**config.mk**
```make
export PLATFORM = sky130hd
export DESIGN_NAME = servant_uart_loader
export DESIGN_NICKNAME = d
export VERILOG_FILES = /design/src/rtl/servant_uart_loader.sv
export SDC_FILE = /design/constraint.sdc
export NUM_CORES = 1
export LEC_CHECK = 0
export CORE_MARGIN = 2
export CORE_UTILIZATION = 51
export DETAILED_ROUTE_END_ITERATION = 10
export GPL_TIMING_DRIVEN = 0
export PLACE_DENSITY_LB_ADDON = 0.15
export REMOVE_ABC_BUFFERS = 1
export SYNTH_ARGS = -nofsm -noshare
export SYNTH_HDL_FRONTEND = slang
export SYNTH_SLANG_ARGS = --single-unit
```
**constraint.sdc**
```tcl
create_clock -name i_clk -period 6 [get_ports i_clk]
set_input_delay 1.2 -clock i_clk [delete_from_list [all_inputs] [get_ports i_clk]]
set_output_delay 1.2 -clock i_clk [all_outputs]
set_load 0.01 [all_outputs]
```
**src/rtl/servant_uart_loader.sv**
```systemverilog
// +----------------------------------------------------------------------------+
// | servant_uart_loader: UART (8N1) firmware receiver -> Wishbone RAM writer.   |
// | Rev 1.0                                                                     |
// +----------------------------------------------------------------------------+
`default_nettype none

module servant_uart_loader #(
  parameter int unsigned CLKS_PER_BIT = 139,
  parameter int unsigned MEMSIZE      = 8192
) (
  input  logic        i_clk,
  input  logic        i_rst,
  input  logic        i_rx,
  output logic [31:0] o_wb_adr,
  output logic [31:0] o_wb_dat,
  output logic [3:0]  o_wb_sel,
  output logic        o_wb_we,
  output logic        o_wb_cyc,
  input  logic        i_wb_ack,
  output logic        o_cpu_rst,
  output logic        o_done,
  output logic        o_err
);

  localparam int unsigned         c_word_limit = MEMSIZE / 4;
  localparam int unsigned         c_cw         = $clog2(c_word_limit + 1);
  localparam int unsigned         c_tw         = $clog2(CLKS_PER_BIT);
  localparam logic [c_tw-1:0]     c_half       = c_tw'(CLKS_PER_BIT / 2 - 1);
  localparam logic [c_tw-1:0]     c_full       = c_tw'(CLKS_PER_BIT - 1);
  localparam logic [31:0]         c_limit32    = 32'(c_word_limit);
  localparam logic [c_cw-1:0]     c_limit_cw   = c_cw'(c_word_limit);

  typedef enum logic [2:0] {
    RX_IDLE  = 3'd0,
    RX_START = 3'd1,
    RX_DATA  = 3'd2,
    RX_STOP  = 3'd3,
    RX_WAIT  = 3'd4
  } rx_state_t;

  typedef enum logic [1:0] {
    ST_HDR  = 2'd0,
    ST_DATA = 2'd1,
    ST_DONE = 2'd2
  } ld_state_t;

  // ---------------------------------------------------------------- UART RX
  logic            rx_meta_q, rx_sync_q;
  rx_state_t       rx_state_q;
  logic [c_tw-1:0] rx_cnt_q;
  logic [2:0]      rx_bit_q;
  logic [7:0]      rx_shift_q;
  logic            rx_valid_q, rx_ferr_q;

  always_ff @(posedge i_clk or posedge i_rst) begin
    if (i_rst) begin
      rx_meta_q  <= 1'b1;
      rx_sync_q  <= 1'b1;
      rx_state_q <= RX_IDLE;
      rx_cnt_q   <= '0;
      rx_bit_q   <= '0;
      rx_shift_q <= '0;
      rx_valid_q <= 1'b0;
      rx_ferr_q  <= 1'b0;
    end else begin
      rx_meta_q  <= i_rx;
      rx_sync_q  <= rx_meta_q;
      rx_valid_q <= 1'b0;
      rx_ferr_q  <= 1'b0;
      case (rx_state_q)
        RX_IDLE: begin
          if (!rx_sync_q) begin
            rx_state_q <= RX_START;
            rx_cnt_q   <= '0;
          end
        end
        RX_START: begin
          // A line that is high again at mid-bit was only a glitch.
          if (rx_cnt_q == c_half) begin
            rx_cnt_q   <= '0;
            rx_bit_q   <= '0;
            rx_state_q <= rx_sync_q ? RX_IDLE : RX_DATA;
          end else begin
            rx_cnt_q <= rx_cnt_q + c_tw'(1);
          end
        end
        RX_DATA: begin
          if (rx_cnt_q == c_full) begin
            rx_cnt_q   <= '0;
            rx_shift_q <= {rx_sync_q, rx_shift_q[7:1]};
            rx_bit_q   <= rx_bit_q + 3'd1;
            if (rx_bit_q == 3'd7) rx_state_q <= RX_STOP;
          end else begin
            rx_cnt_q <= rx_cnt_q + c_tw'(1);
          end
        end
        RX_STOP: begin
          if (rx_cnt_q == c_full) begin
            rx_cnt_q <= '0;
            if (rx_sync_q) begin
              rx_valid_q <= 1'b1;
              rx_state_q <= RX_IDLE;
            end else begin
              rx_ferr_q  <= 1'b1;
              rx_state_q <= RX_WAIT;
            end
          end else begin
            rx_cnt_q <= rx_cnt_q + c_tw'(1);
          end
        end
        RX_WAIT: begin
          if (rx_sync_q) rx_state_q <= RX_IDLE;
        end
        default: rx_state_q <= RX_IDLE;
      endcase
    end
  end

  // ------------------------------------------------------------ loader FSM
  ld_state_t       st_q;
  logic [1:0]      byte_cnt_q;
  logic [31:0]     word_q;
  logic [c_cw-1:0] count_q, widx_q;
  logic [31:0]     buf_q;
  logic            pend_q;
  logic            cyc_q, done_q, cpu_rst_q, err_q;
  logic [31:0]     adr_q, dat_q;

  logic [31:0]     w_word;
  logic            w_word_done;
  logic [c_cw-1:0] w_widx_inc;
  logic [31:0]     w_adr;

  assign w_word      = {rx_shift_q, word_q[31:8]};
  assign w_word_done = rx_valid_q && (byte_cnt_q == 2'd3);
  assign w_widx_inc  = widx_q + c_cw'(1);
  assign w_adr       = 32'({widx_q, 2'b00});

  always_ff @(posedge i_clk or posedge i_rst) begin
    if (i_rst) begin
      st_q       <= ST_HDR;
      byte_cnt_q <= '0;
      word_q     <= '0;
      count_q    <= '0;
      widx_q     <= '0;
      buf_q      <= '0;
      pend_q     <= 1'b0;
      cyc_q      <= 1'b0;
      adr_q      <= '0;
      dat_q      <= '0;
      done_q     <= 1'b0;
      cpu_rst_q  <= 1'b1;
      err_q      <= 1'b0;
    end else begin
      if (rx_ferr_q && st_q != ST_DONE) err_q <= 1'b1;
      if (rx_valid_q && st_q != ST_DONE) begin
        byte_cnt_q <= byte_cnt_q + 2'd1;
        word_q     <= w_word;
      end
      case (st_q)
        ST_HDR: begin
          if (w_word_done) begin
            if (w_word == 32'd0) begin
              st_q      <= ST_DONE;
              done_q    <= 1'b1;
              cpu_rst_q <= 1'b0;
            end else begin
              st_q <= ST_DATA;
              if (w_word > c_limit32) begin
                err_q   <= 1'b1;
                count_q <= c_limit_cw;
              end else begin
                count_q <= w_word[c_cw-1:0];
              end
            end
          end
        end
        ST_DATA: begin
          if (cyc_q && i_wb_ack) begin
            cyc_q  <= 1'b0;
            widx_q <= w_widx_inc;
            if (w_widx_inc == count_q) begin
              st_q      <= ST_DONE;
              done_q    <= 1'b1;
              cpu_rst_q <= 1'b0;
            end
          end
          // A word accepted alongside an ack launches after the idle cycle.
          if (!cyc_q && pend_q) begin
            cyc_q  <= 1'b1;
            adr_q  <= w_adr;
            dat_q  <= buf_q;
            pend_q <= 1'b0;
          end
          if (w_word_done) begin
            if (!cyc_q && !pend_q) begin
              cyc_q <= 1'b1;
              adr_q <= w_adr;
              dat_q <= w_word;
            end else if (cyc_q && i_wb_ack) begin
              buf_q  <= w_word;
              pend_q <= 1'b1;
            end else begin
              err_q <= 1'b1;
            end
          end
        end
        ST_DONE: begin
          cyc_q <= 1'b0;
        end
        default: st_q <= ST_HDR;
      endcase
    end
  end

  assign o_wb_adr  = adr_q;
  assign o_wb_dat  = dat_q;
  assign o_wb_sel  = {4{cyc_q}};
  assign o_wb_we   = cyc_q;
  assign o_wb_cyc  = cyc_q;
  assign o_cpu_rst = cpu_rst_q;
  assign o_done    = done_q;
  assign o_err     = err_q;

endmodule

`default_nettype wire
```
==> impl_summary.txt <==
----------------------------------------------------
[Outcome]
  Status ... finished, final reports clean

[Global routing]
  Pin count of the biggest net entering global routing ... 105
  Overall fraction of global-route tracks in use ... 20.3%
  Wire length of the first global-routing pass ... 26.2 mm
  Grt total ovfl ... 0
  Number of antenna violations at the first check in global routing ... 0
  Number of global-route vias before repair ... 5,220

[Route]
  Count of routing violations after the opening detailed-route iteration ... 226
  Drt via density ... 5.67
  Final wirelength ... 15.3 mm
  DRC violations left ... 0
  Routed length per placed instance ... 16.7 µm
  Length of the first detailed-routing pass in iterations ... 4
  DRT antenna net count ... 0
  Total vias in the final route ... 5,203

[Floorplan]
  Effective utilization at floorplan ... 52.6%
  Die span in x ... 127 µm
  Area of the die ... 16,100 µm²
  Count of pins on the block boundary ... 77
  Area of the core region ... 14,600 µm²
  Floorplan die height ... 127 µm
  Number of rows in the core area ... 44

[Clocking]
  Worst-Skew Late Latency ... 430 ps
  Reg clk slew, reported paths ... 70 ps
  Number of buffers inserted for hold repair after clock tree synthesis ... 0
  Clock tree buffer depth ... 2
  Post-CTS Setup Repair Bufs ... 0
  CTS Buf Count ... 17
  Root Buffer ... sky130_fd_sc_hd__clkbuf_16
  Resized cells post-CTS ... 0
  Clock tree from TritonCTS ... done
  Number of sinks handled by clock tree synthesis ... 179
  # H-tree levels ... 4

[Logic synthesis]
  Area fraction in compound gates after synthesis ... 10.0%
  XOR/XNOR share of the synthesized area ... 3.30%
  Post-synthesis area per instance ... 11.6 µm²
  Cell area after technology mapping ... 7710 µm²
  Ranking of synthesized cells by area ... sky130_fd_sc_hd__dfrtp_1 (57%), sky130_fd_sc_hd__mux2_2 (11%), sky130_fd_sc_hd__o22ai_1 (2.8%)
  Fraction of the mapped netlist area in adder cells ... 1.62%
  Register bit count reported by yosys ... 179
  Number of synthesized flops with an enable pin ... 0
  Most instantiated cells after synthesis ... sky130_fd_sc_hd__dfrtp_1 (176), sky130_fd_sc_hd__mux2_2 (73), sky130_fd_sc_hd__nor2_1 (52)
  Synth warn ... 0
  Largest family of logic cells by synthesized area ... simple AND/OR/NAND/NOR gates
  Register area share after synthesis ... 58.2%
  Library cell occupying the most area in the post-synthesis netlist ... sky130_fd_sc_hd__dfrtp_1
  Synthesized netlist cell count ... 664
  Proportion of netlist area held by the largest area contributor ... 57.2%
  Most used DFF post-synth ... sky130_fd_sc_hd__dfrtp_1
  Number of distinct library cells after synthesis ... 50
  Async SR Flop Fraction ... 100%
  Most frequently used cell type in the post-synthesis netlist ... sky130_fd_sc_hd__dfrtp_1
  Portion of netlist area occupied by mux cells ... 11.6%
  Simple-gate portion of the synthesized area ... 11.8%

[Layout]
  Ant diodes ... 0
  Share of post-route cells with drive strength above 1 ... 17.7%
  Area Growth Syn to Fin ... 19.0%
  Non-Filler Instances ... 918
  NumNets Final ... 735

[Setup path]
  Launch point of the critical path ... st_q[1]
  Worst R2R Setup Slack ... 2680 ps
  Arrival time reported for the critical path endpoint ... 3640 ps
  Nature of the critical path startpoint ... register
  Setup crit end kind ... register
  Max Fanout on Critical Path ... 37
  Class of the most critical setup path ... reg2reg
  R2R depth ... 5
  Critical R2R Capture ... buf_q[14]
  Endpoint of the worst setup timing path ... buf_q[14]
  R2R Path Start ... st_q[1]
  Required time reported for the critical path endpoint ... 6310 ps

[STA]
  Setup Skew ... 13.0 ps
  Unrepaired setup endpoints after global routing ... false
  Headroom to the max-slew limit ... 17.7%
  Fraction of the cycle the final worst path needs ... 55.4%
  Timing-limited maximum frequency ... 301 MHz
  Worst Slack Setup Final ... 2680 ps
  Final max-slew violation count ... 0
  Final number of setup-violating endpoints ... 0
  Final period demand of the worst path ... 3320 ps
  Worst Max-Slew Pin Slew ... 1230 ps
  Final number of hold-violating endpoints ... 0

[Power and ir drop]
  Total power density per cell area ... 252 nW/µm²
  Peak supply drop ... 0.204 mV
  Leakage dissipation ... 4.30 nW

[Place]
  Detail Placement HPWL ... 9.72 mm
  Placed cell count ... 886
  Post-Place Setup Slack ... 2040 ps
  Routability-driven placement congestion ratio ... 0.813
  Number of buffers added on ports ... 76

[Job]
  Max Cap Viol ... 0

[Hold path]
  Worst min-delay path class ... reg2reg

----------------------------------------------------
-- kinds of logic after synthesis --
| group | count (synthesis) |
|---|---|
| and+or+nand+nor | 179 |
| xor gates and xnor gates | 29 |
| muxes | 78 |
| AOI/OAI and AO/OA | 130 |
| DFF | 179 |
| adders and majority gates | 10 |
| buffers and inverters | 59 |
-- where the power goes --
part	switching (W)	internal (W)	leakage [nW]
Combinational	0.0000281	0.00000954	1.57
Sequential	0.00000495	0.00121	2.45
Clock	0.000474	0.000586	0.274
Total	0.000507	0.00181	4.30
-- layer usage --
layer  track usage [%]  vias up  part of all wire [%]
met5                 0        -                     0
met4              7.76        0                   2.0
met3              5.10       27                   4.2
met2              31.8      111                    48
met1              27.6     2610                    46
li1                  -     2455                     -
-- flip-flops by register name, summed over array words and instances, names as in the netlist, 3 cells and up, named ones only --
name and count:
rx_bit_q 3, buf_q 32, count_q 12, o_wb_dat 32, widx_q 12, o_wb_adr 20, rx_cnt_q 8, word_q 24
rx_shift_q 8, rx_state_q 3
-- final cells by class --
cell class                      count  area [µm²]
Clock buffer                       18         439
Clock inverter                     14         128
Fill cell                        1158        5480
Inverter                           18        75.1
Multi-Input combinational cell    426        2980
Sequential cell                   179        4480
Tap cell                          184         230
Timing Repair Buffer               79         836
-- per-stage QoR --
stage	utilization [%]	power, W	hold slack (ps)	TNS [ps]	cell area (µm²)
2_1_floorplan	-	0.00126	345	-9440	7500
3_3_place_gp	58.0	0.00127	347	-381980	8500
3_5_place_dp	58.7	0.00128	348	0	8600
4_1_cts	62.6	0.00234	358	0	9160
5_1_grt	62.6	0.00240	359	0	9170
6_report	62.6	0.00231	358	0	9170
-- worst max-delay path, stage by stage, from the launching register on --
cell	delay, ps
sky130_fd_sc_hd__dfrtp_1	410
sky130_fd_sc_hd__inv_1	100
sky130_fd_sc_hd__ha_2	700
sky130_fd_sc_hd__nand3_1	610
sky130_fd_sc_hd__nor2_4	930
sky130_fd_sc_hd__mux2_2	420
-- cell usage in the layout, fill, tap and decap left out, drive strengths merged, types with 7 or more instances in the layout --
| cell | instances |
|---|---|
| dfrtp | 176 |
| mux2 | 78 |
| clkdlybuf4s50 | 76 |
| nor2 | 52 |
| nand2 | 44 |
| a21oi | 39 |
| o22ai | 34 |
| o21ai | 33 |
| nor2b | 24 |
| xnor2 | 21 |
| inv | 21 |
| clkbuf | 18 |
| nand3 | 13 |
| ha | 10 |
| nor4 | 10 |
| xor2 | 8 |
| nand4 | 7 |
| clkinv | 7 |
-- worst min path at each step --
stage	startpoint	to	slack, ps	cells past startpoint
after global placement	rx_meta_q	rx_sync_q	350	0
after global routing	rx_meta_q	rx_sync_q	360	0
after floorplan	rx_meta_q	rx_sync_q	350	0
after detailed placement	rx_meta_q	rx_sync_q	350	0
after CTS	rx_meta_q	rx_sync_q	360	0
final	rx_meta_q	rx_sync_q	360	0
(Power assumes the default switching activity.)
